$ cat config.mk
export PLATFORM = sky130hd
export DESIGN_NAME = div_radix2_flat
export DESIGN_NICKNAME = d
export VERILOG_FILES = /design/src/rtl/div_radix2_pkg.sv /design/src/rtl/div_radix2_if.sv /design/src/rtl/div_radix2_step.sv /design/src/rtl/div_radix2.sv /design/src/flat_wrapper.sv
export SDC_FILE = /design/constraint.sdc
export NUM_CORES = 1
export LEC_CHECK = 0
export ABC_AREA = 1
export BUFFER_PORTS_ARGS = -buffer_cell sky130_fd_sc_hd__buf_2
export CORE_ASPECT_RATIO = 1.5
export CORE_UTILIZATION = 45
export CTS_BUF_LIST = sky130_fd_sc_hd__clkbuf_8
export DETAILED_ROUTE_END_ITERATION = 6
export GPL_TIMING_DRIVEN = 0
export PLACE_DENSITY = 0.66
export SLEW_MARGIN = 20
export SYNTH_ARGS = -nofsm -noshare
export SYNTH_HDL_FRONTEND = slang
export SYNTH_SLANG_ARGS = --single-unit
$ cat constraint.sdc
create_clock -name clk -period 11.53 [get_ports clk]
set_clock_uncertainty 0.2 [all_clocks]
set_input_delay 0.5765 -clock clk [delete_from_list [all_inputs] [get_ports clk]]
set_output_delay 0.5765 -clock clk [all_outputs]
set_load 0.01 [all_outputs]
$ cat src/rtl/div_radix2_pkg.sv
// Shared constants for the radix-2 restoring divider: FSM state encodings and
// the per-operation iteration count.
package div_radix2_pkg;

    typedef enum logic [1:0] {
        DIV_IDLE = 2'd0,
        DIV_ZERO = 2'd1,
        DIV_CALC = 2'd2,
        DIV_END  = 2'd3
    } div_state_e;

    localparam int DIV_CYCLES = 32;

endpackage

$ cat src/rtl/div_radix2_if.sv
// Start/ready divide handshake between the E-stage initiator (master) and the
// divider (slave).
interface div_radix2_if
    import div_radix2_pkg::*;
#(
    parameter int WIDTH = DIV_CYCLES
);
    logic                 signed_div;
    logic [WIDTH-1:0]     opdata1;
    logic [WIDTH-1:0]     opdata2;
    logic                 start;
    logic                 annul;
    logic [2*WIDTH-1:0]   result;
    logic                 ready;

    modport master (
        output signed_div, opdata1, opdata2, start, annul,
        input  result, ready
    );

    modport slave (
        input  signed_div, opdata1, opdata2, start, annul,
        output result, ready
    );
endinterface

$ cat src/rtl/div_radix2_step.sv
// One restoring-division iteration: shift the next dividend bit into the
// partial remainder and keep the trial difference when it is non-negative.
module div_radix2_step
    import div_radix2_pkg::*;
#(
    parameter int WIDTH = DIV_CYCLES
) (
    input  logic [WIDTH-1:0] rem,
    input  logic             shift_in,
    input  logic [WIDTH-1:0] divisor,
    output logic [WIDTH-1:0] next_rem,
    output logic             q_bit
);
    logic [WIDTH:0] shifted_s;
    logic [WIDTH:0] trial_s;

    // Trial subtract; a set top bit of trial_s means the divisor did not fit.
    always_comb begin
        shifted_s = {rem, shift_in};
        trial_s   = shifted_s - {1'b0, divisor};
        if (trial_s[WIDTH] == 1'b0) begin
            next_rem = trial_s[WIDTH-1:0];
            q_bit    = 1'b1;
        end else begin
            next_rem = shifted_s[WIDTH-1:0];
            q_bit    = 1'b0;
        end
    end
endmodule

$ cat src/rtl/div_radix2.sv
// Multi-cycle radix-2 restoring divider for DIV/DIVU; result is
// {remainder, quotient}, ready after WIDTH+1 cycles (2 for divide-by-zero).
module div_radix2
    import div_radix2_pkg::*;
#(
    parameter int WIDTH = DIV_CYCLES
) (
    input  logic          clk,
    input  logic          rst,
    div_radix2_if.slave   bus
);
    localparam int               CNT_W = $clog2(WIDTH);
    localparam logic [WIDTH-1:0] ONE   = {{(WIDTH-1){1'b0}}, 1'b1};

    div_state_e         state_r;
    logic [CNT_W-1:0]   cnt_r;
    logic [WIDTH-1:0]   rem_r;
    logic [WIDTH-1:0]   dvd_r;
    logic [WIDTH-1:0]   dsr_r;
    logic               sign_q_r;
    logic               sign_rem_r;
    logic [2*WIDTH-1:0] result_r;
    logic               ready_r;

    logic [WIDTH-1:0]   next_rem_s;
    logic               q_bit_s;
    logic [WIDTH-1:0]   quo_next_s;
    logic [WIDTH-1:0]   rem_fix_s;
    logic [WIDTH-1:0]   quo_fix_s;

    // Magnitude of an operand; only signed divides take the two's complement.
    function automatic logic [WIDTH-1:0] mag(input logic [WIDTH-1:0] x, input logic en);
        if (en && x[WIDTH-1]) begin
            mag = ~x + ONE;
        end else begin
            mag = x;
        end
    endfunction

    div_radix2_step #(.WIDTH(WIDTH)) u_step (
        .rem      (rem_r),
        .shift_in (dvd_r[WIDTH-1]),
        .divisor  (dsr_r),
        .next_rem (next_rem_s),
        .q_bit    (q_bit_s)
    );

    // Quotient bits shift in behind the dividend bits being consumed.
    always_comb begin
        quo_next_s = {dvd_r[WIDTH-2:0], q_bit_s};
        if (sign_rem_r) begin
            rem_fix_s = ~next_rem_s + ONE;
        end else begin
            rem_fix_s = next_rem_s;
        end
        if (sign_q_r) begin
            quo_fix_s = ~quo_next_s + ONE;
        end else begin
            quo_fix_s = quo_next_s;
        end
    end

    // Control FSM and datapath registers; annul always wins and leaves result untouched.
    always_ff @(posedge clk) begin
        if (rst) begin
            state_r    <= DIV_IDLE;
            cnt_r      <= '0;
            rem_r      <= '0;
            dvd_r      <= '0;
            dsr_r      <= '0;
            sign_q_r   <= 1'b0;
            sign_rem_r <= 1'b0;
            result_r   <= '0;
            ready_r    <= 1'b0;
        end else begin
            case (state_r)
                DIV_IDLE: begin
                    ready_r <= 1'b0;
                    if (bus.annul) begin
                        state_r <= DIV_IDLE;
                    end else if (bus.start) begin
                        sign_q_r   <= bus.signed_div & (bus.opdata1[WIDTH-1] ^ bus.opdata2[WIDTH-1]);
                        sign_rem_r <= bus.signed_div & bus.opdata1[WIDTH-1];
                        dvd_r      <= mag(bus.opdata1, bus.signed_div);
                        dsr_r      <= mag(bus.opdata2, bus.signed_div);
                        rem_r      <= '0;
                        cnt_r      <= '0;
                        state_r    <= (bus.opdata2 == '0) ? DIV_ZERO : DIV_CALC;
                    end else begin
                        state_r <= DIV_IDLE;
                    end
                end
                DIV_ZERO: begin
                    if (bus.annul) begin
                        state_r <= DIV_IDLE;
                        ready_r <= 1'b0;
                    end else begin
                        result_r <= '0;
                        ready_r  <= 1'b1;
                        state_r  <= DIV_END;
                    end
                end
                DIV_CALC: begin
                    if (bus.annul) begin
                        state_r <= DIV_IDLE;
                        ready_r <= 1'b0;
                    end else begin
                        rem_r <= next_rem_s;
                        dvd_r <= quo_next_s;
                        cnt_r <= cnt_r + CNT_W'(1);
                        if (cnt_r == CNT_W'(WIDTH - 1)) begin
                            result_r <= {rem_fix_s, quo_fix_s};
                            ready_r  <= 1'b1;
                            state_r  <= DIV_END;
                        end else begin
                            state_r <= DIV_CALC;
                        end
                    end
                end
                DIV_END: begin
                    if (bus.annul || !bus.start) begin
                        state_r <= DIV_IDLE;
                        ready_r <= 1'b0;
                    end else begin
                        state_r <= DIV_END;
                        ready_r <= 1'b1;
                    end
                end
                default: begin
                    state_r <= DIV_IDLE;
                    ready_r <= 1'b0;
                end
            endcase
        end
    end

    assign bus.result = result_r;
    assign bus.ready  = ready_r;
endmodule

$ cat src/flat_wrapper.sv
// flat-port wrapper written by rule: the top's interface ports become plain ports
module div_radix2_flat import div_radix2_pkg::*;
#(
    parameter int WIDTH = DIV_CYCLES
)
  (clk, rst, bus_signed_div, bus_opdata1, bus_opdata2, bus_start, bus_annul, bus_result, bus_ready);
  div_radix2_if #(.WIDTH(WIDTH)) bus_i ();
  input  logic clk;
  input  logic rst;
  input wire logic [$bits(bus_i.signed_div)-1:0] bus_signed_div;
  input wire logic [$bits(bus_i.opdata1)-1:0] bus_opdata1;
  input wire logic [$bits(bus_i.opdata2)-1:0] bus_opdata2;
  input wire logic [$bits(bus_i.start)-1:0] bus_start;
  input wire logic [$bits(bus_i.annul)-1:0] bus_annul;
  output wire logic [$bits(bus_i.result)-1:0] bus_result;
  output wire logic [$bits(bus_i.ready)-1:0] bus_ready;
  assign bus_i.signed_div = bus_signed_div;
  assign bus_i.opdata1 = bus_opdata1;
  assign bus_i.opdata2 = bus_opdata2;
  assign bus_i.start = bus_start;
  assign bus_i.annul = bus_annul;
  assign bus_result = bus_i.result;
  assign bus_ready = bus_i.ready;
  div_radix2 #(.WIDTH(WIDTH)) u_core (.clk(clk), .rst(rst), .bus(bus_i));
endmodule
==> impl_summary.log <==
[metrics] worst flop-to-flop path startpoint: u_core.dvd_r[31]
[metrics] slowest stage delay, CP: approximately 420 ps
[metrics] post-placement setup slack: 6130 ps
[metrics] number of synthesized register bits: 170
[metrics] number of library cell types mapped by synthesis: around 50
[metrics] Horiz. Die Dim: 139 um
[metrics] DRC: 2
[metrics] Resized cells post-CTS: 0
[metrics] CTS buffer count: 17
[metrics] number of global-route vias before repair: roughly 13,000
[metrics] combined area of the multi-input logic cells: 7740 um^2
[metrics] worst slew margin relative to its limit: 30.7%
[metrics] Avg WL per Cell: about 17 um
[metrics] buffer depth of the longest clock path: 2
[metrics] Post-Synthesis Cell Area: 12,600 um^2
[metrics] reg2reg end: u_core.bus.result[30]
[metrics] ratio of cells with drive above 1 in the final layout: about 11%
[metrics] number of placed I/O pins: approximately 130
[metrics] Critical Path End Type: flop
[metrics] outcome: finished, violations left
[metrics] most area-consuming cells after synthesis: sky130_fd_sc_hd__dfxtp_1 27%, sky130_fd_sc_hd__nand2_1 18%, sky130_fd_sc_hd__a21oi_1 8.7%, sky130_fd_sc_hd__inv_1 8.5%, sky130_fd_sc_hd__o21ai_0 6.0%
[metrics] net total in the final layout: 2,364
[metrics] slack of the worst reg-to-reg path: 6030 ps
[metrics] synthesized area per cell: 6.01 um^2
[metrics] Hold EP: u_core.dsr_r[0]
[metrics] total of warnings raised by yosys: 0
[metrics] wire length of the first global-routing pass: 68,600 um
[metrics] Setup WS post-layout: between 6000 and 7000 ps
[metrics] DRT Pass-1 Iters: 7
[metrics] count of antenna-violating nets left after detailed routing: 0
[metrics] hold bufs inserted after CTS: 0
[metrics] std cell rows: 74
[metrics] TritonCTS clock tree: done
[metrics] arrival time at the worst endpoint: 5650 ps
[metrics] Post-synth top flop: sky130_fd_sc_hd__dfxtp_1
[metrics] clock tree sinks: 170
[metrics] worst hold start: bus_opdata2[0]
[metrics] dominant cell type by count on the critical path: sky130_fd_sc_hd__nand2_1
[metrics] total cell area at the placement stage: 13,700 um^2
[metrics] proportion of synthesized flip-flops having asynchronous set or reset: 0%
[metrics] fraction of the yosys area taken by sequential cells: roughly 27%
[metrics] Max Clock Freq: 182 MHz
[metrics] final core utilization: 51.7%
[metrics] EDFF count, synth: 0
[metrics] Area growth syn-to-layout: 12.3%
[metrics] maximum number of pins on one net before global-route repair: 17
[metrics] CP max FO: 10
[metrics] Mapped Nets: 2,213
[metrics] area share of the largest cell type after synthesis: 26.9%
[metrics] required time at the endpoint of the critical path: approximately 12,000 ps
[metrics] final total negative setup slack: 0 ps
[metrics] cell area power density: 102 nW/um^2
[metrics] power consumption: about 0.0014 W
[metrics] Least-Margin Pin Slew: 1040 ps
[metrics] die area: about 29,000 um^2
[metrics] DRC violation total after the first TritonRoute iteration: 769
[metrics] Buffers & Inverters on Critical Path: 4
[metrics] vertical die dimension: 207 um
[metrics] max-capacitance violation count: 0
[metrics] final-layout fill cell count: 2,933
[metrics] clock tree root driver cell: sky130_fd_sc_hd__clkbuf_8
[metrics] Avg Vias per Cell: between 5 and 6
[metrics] Total Routed Length: 43,600 um
[metrics] Sequential cell area: 3400 um^2
[metrics] total routing resource utilization after global routing: 30.9%
[metrics] Final Hold Violating Endpoints: 0
[metrics] fin crit share: 47.7%
[metrics] launching element type of the critical path: flop
[metrics] HPWL after detailed placement: 35,400 um
[metrics] fin area: 14,200 um^2
[metrics] minimum clock period after layout: 5500 ps
[metrics] Leak Pwr: 7.24 nW
[metrics] cell taking the most area after synthesis: sky130_fd_sc_hd__dfxtp_1
[metrics] starting density of the core: 46.1%
[metrics] violated checks: DRC
[metrics] worst hold path depth: 3
[metrics] number of antenna violations at the first check in global routing: 0
[metrics] number of I/O port buffers: 132
[metrics] setup bufs post-CTS: 0
[metrics] clock insertion delay at the later pin of the skew report: 510 ps
[metrics] Final Setup Violations: 0
[metrics] number of max-slew violations in the final report: 0
[metrics] crit-path leading delay family: simple AND/OR/NAND/NOR gates
[metrics] total congestion overflow after global routing: 0
[metrics] setup repair after global routing missed its margin: false
[metrics] Gate Count Post-Synth: between 2,000 and 2,500
[metrics] clock slew seen by the registers of the worst setup and hold paths: 90 ps
[metrics] worst reg2reg path depth: 28
[metrics] vias: 13,784
[metrics] Peak VDD IR: 0.0706 mV
[metrics] CTS H-Tree Depth: 4
[metrics] core region area: 27,400 um^2
[metrics] hold crit path type: primary input to flop
[metrics] # diodes: 0
[metrics] placer congestion estimate: 0.965
[metrics] slowest CP cell: sky130_fd_sc_hd__nor3_1
[metrics] WS Path Type: flop to flop
[metrics] total stage count of the critical path: 28
-- cell type report --
cell class / instances / area share (%)
clock buffers: 21 / 2.04
inverters: 298 / 7.89
multi-input cells: 1556 / 54.6
flip-flops and latches: 170 / 24.0
clock inverters: 11 / 1.17
well taps: 342 / 3.02
plain buffers: 77 / 2.60
repair buffers: 132 / 4.66
-- cell usage in the layout (no fill, tap or decap), drive strengths merged, types with 42 or more instances in the layout --
master	n
nand2	642
inv	297
a21oi	223
dfxtp	170
nor2	170
o21ai	162
buf	149
nand3	133
clkbuf	81
ha	42
-- registers in the layout, indices dropped and copies added, names as in the netlist --
name,count
u_core.rem_r,32
u_core.bus.result,64
u_core.state_r,2
u_core.sign_q_r,1
u_core.dvd_r,32
u_core.dsr_r,32
u_core.sign_rem_r,1
u_core.cnt_r,5
u_core.bus.ready,1
-- how the worst max path moves through the flow --
stage | startpoint | end | slack [ps]
after floorplan | u_core.dvd_r[31] | u_core.bus.result[28] | 7310
after global placement | u_core.dvd_r[31] | u_core.bus.result[28] | 6200
after detailed placement | u_core.dvd_r[31] | u_core.bus.result[30] | 6130
after CTS | u_core.dvd_r[31] | u_core.bus.result[30] | 6110
after global routing | u_core.dvd_r[31] | u_core.bus.result[30] | 5470
final | u_core.dvd_r[31] | u_core.bus.result[30] | 6030
-- Yosys cell counts (3+ instances only) --
cell,number
sky130_fd_sc_hd__o21ai_1,7
sky130_fd_sc_hd__o31ai_1,4
sky130_fd_sc_hd__nor3_1,36
sky130_fd_sc_hd__nand3_1,131
sky130_fd_sc_hd__o211ai_1,12
sky130_fd_sc_hd__nor2_1,156
sky130_fd_sc_hd__buf_2,6
sky130_fd_sc_hd__inv_1,285
sky130_fd_sc_hd__and2_1,3
sky130_fd_sc_hd__xnor2_1,23
sky130_fd_sc_hd__o221ai_1,4
sky130_fd_sc_hd__buf_8,4
sky130_fd_sc_hd__o21ai_2,3
sky130_fd_sc_hd__clkbuf_1,60
sky130_fd_sc_hd__o21ai_0,152
sky130_fd_sc_hd__clkinv_1,4
sky130_fd_sc_hd__nand3b_1,10
sky130_fd_sc_hd__xor2_1,41
sky130_fd_sc_hd__buf_1,4
sky130_fd_sc_hd__or2_2,5
sky130_fd_sc_hd__a21oi_1,219
sky130_fd_sc_hd__a21o_1,4
sky130_fd_sc_hd__dfxtp_1,170
sky130_fd_sc_hd__inv_2,9
sky130_fd_sc_hd__nand2_1,602
sky130_fd_sc_hd__nand4_1,15
sky130_fd_sc_hd__ha_1,42
sky130_fd_sc_hd__nor2_2,13
sky130_fd_sc_hd__nand2_2,35
sky130_fd_sc_hd__nor4_1,9
sky130_fd_sc_hd__nand2_4,5
sky130_fd_sc_hd__o21bai_1,6
-- report_power, final --
part / switching, W / leakage (nW) / internal, W / total, W
clock: 0.000236 / 0.235 / 0.000258 / 0.000494
sequential: 0.0000155 / 1.38 / 0.000605 / 0.000620
combinational: 0.000228 / 5.62 / 0.000104 / 0.000331
-- per-layer routing --
metal / global-route usage (%) / vias up / routed length [um]
li1: - / 7027 / -
met1: 30.4 / 6246 / 16000
met2: 58.6 / 376 / 23000
met3: 4.09 / 135 / 1550
met4: 22.7 / 0 / 3040
met5: 0 / - / 0
-- per-stage QoR --
stage / hold WS, ps / instances
finish: 141 / 2607
global placement: 250 / 2575
global route: 138 / 2607
floorplan: 245 / 2101
CTS: 105 / 2607
detailed placement: 254 / 2575
-- worst min-delay path, delay by kind of cell --
kind / cells / cell delay, ps
buffers and inverters: 2 / 180
AOI/OAI and AO/OA: 1 / 60
-- cells by family (layout without fill, tap and decap cells) --
kind of cell	after synthesis	after routing	synth area share (%)
simple gates	1029	1029	34.8
compound gates	420	420	17.7
fa+ha+maj	43	43	4.32
flops	170	170	26.9
xor+xnor	64	64	4.44
buf+inv	375	539	11.8
(Power assumes the default switching activity.)
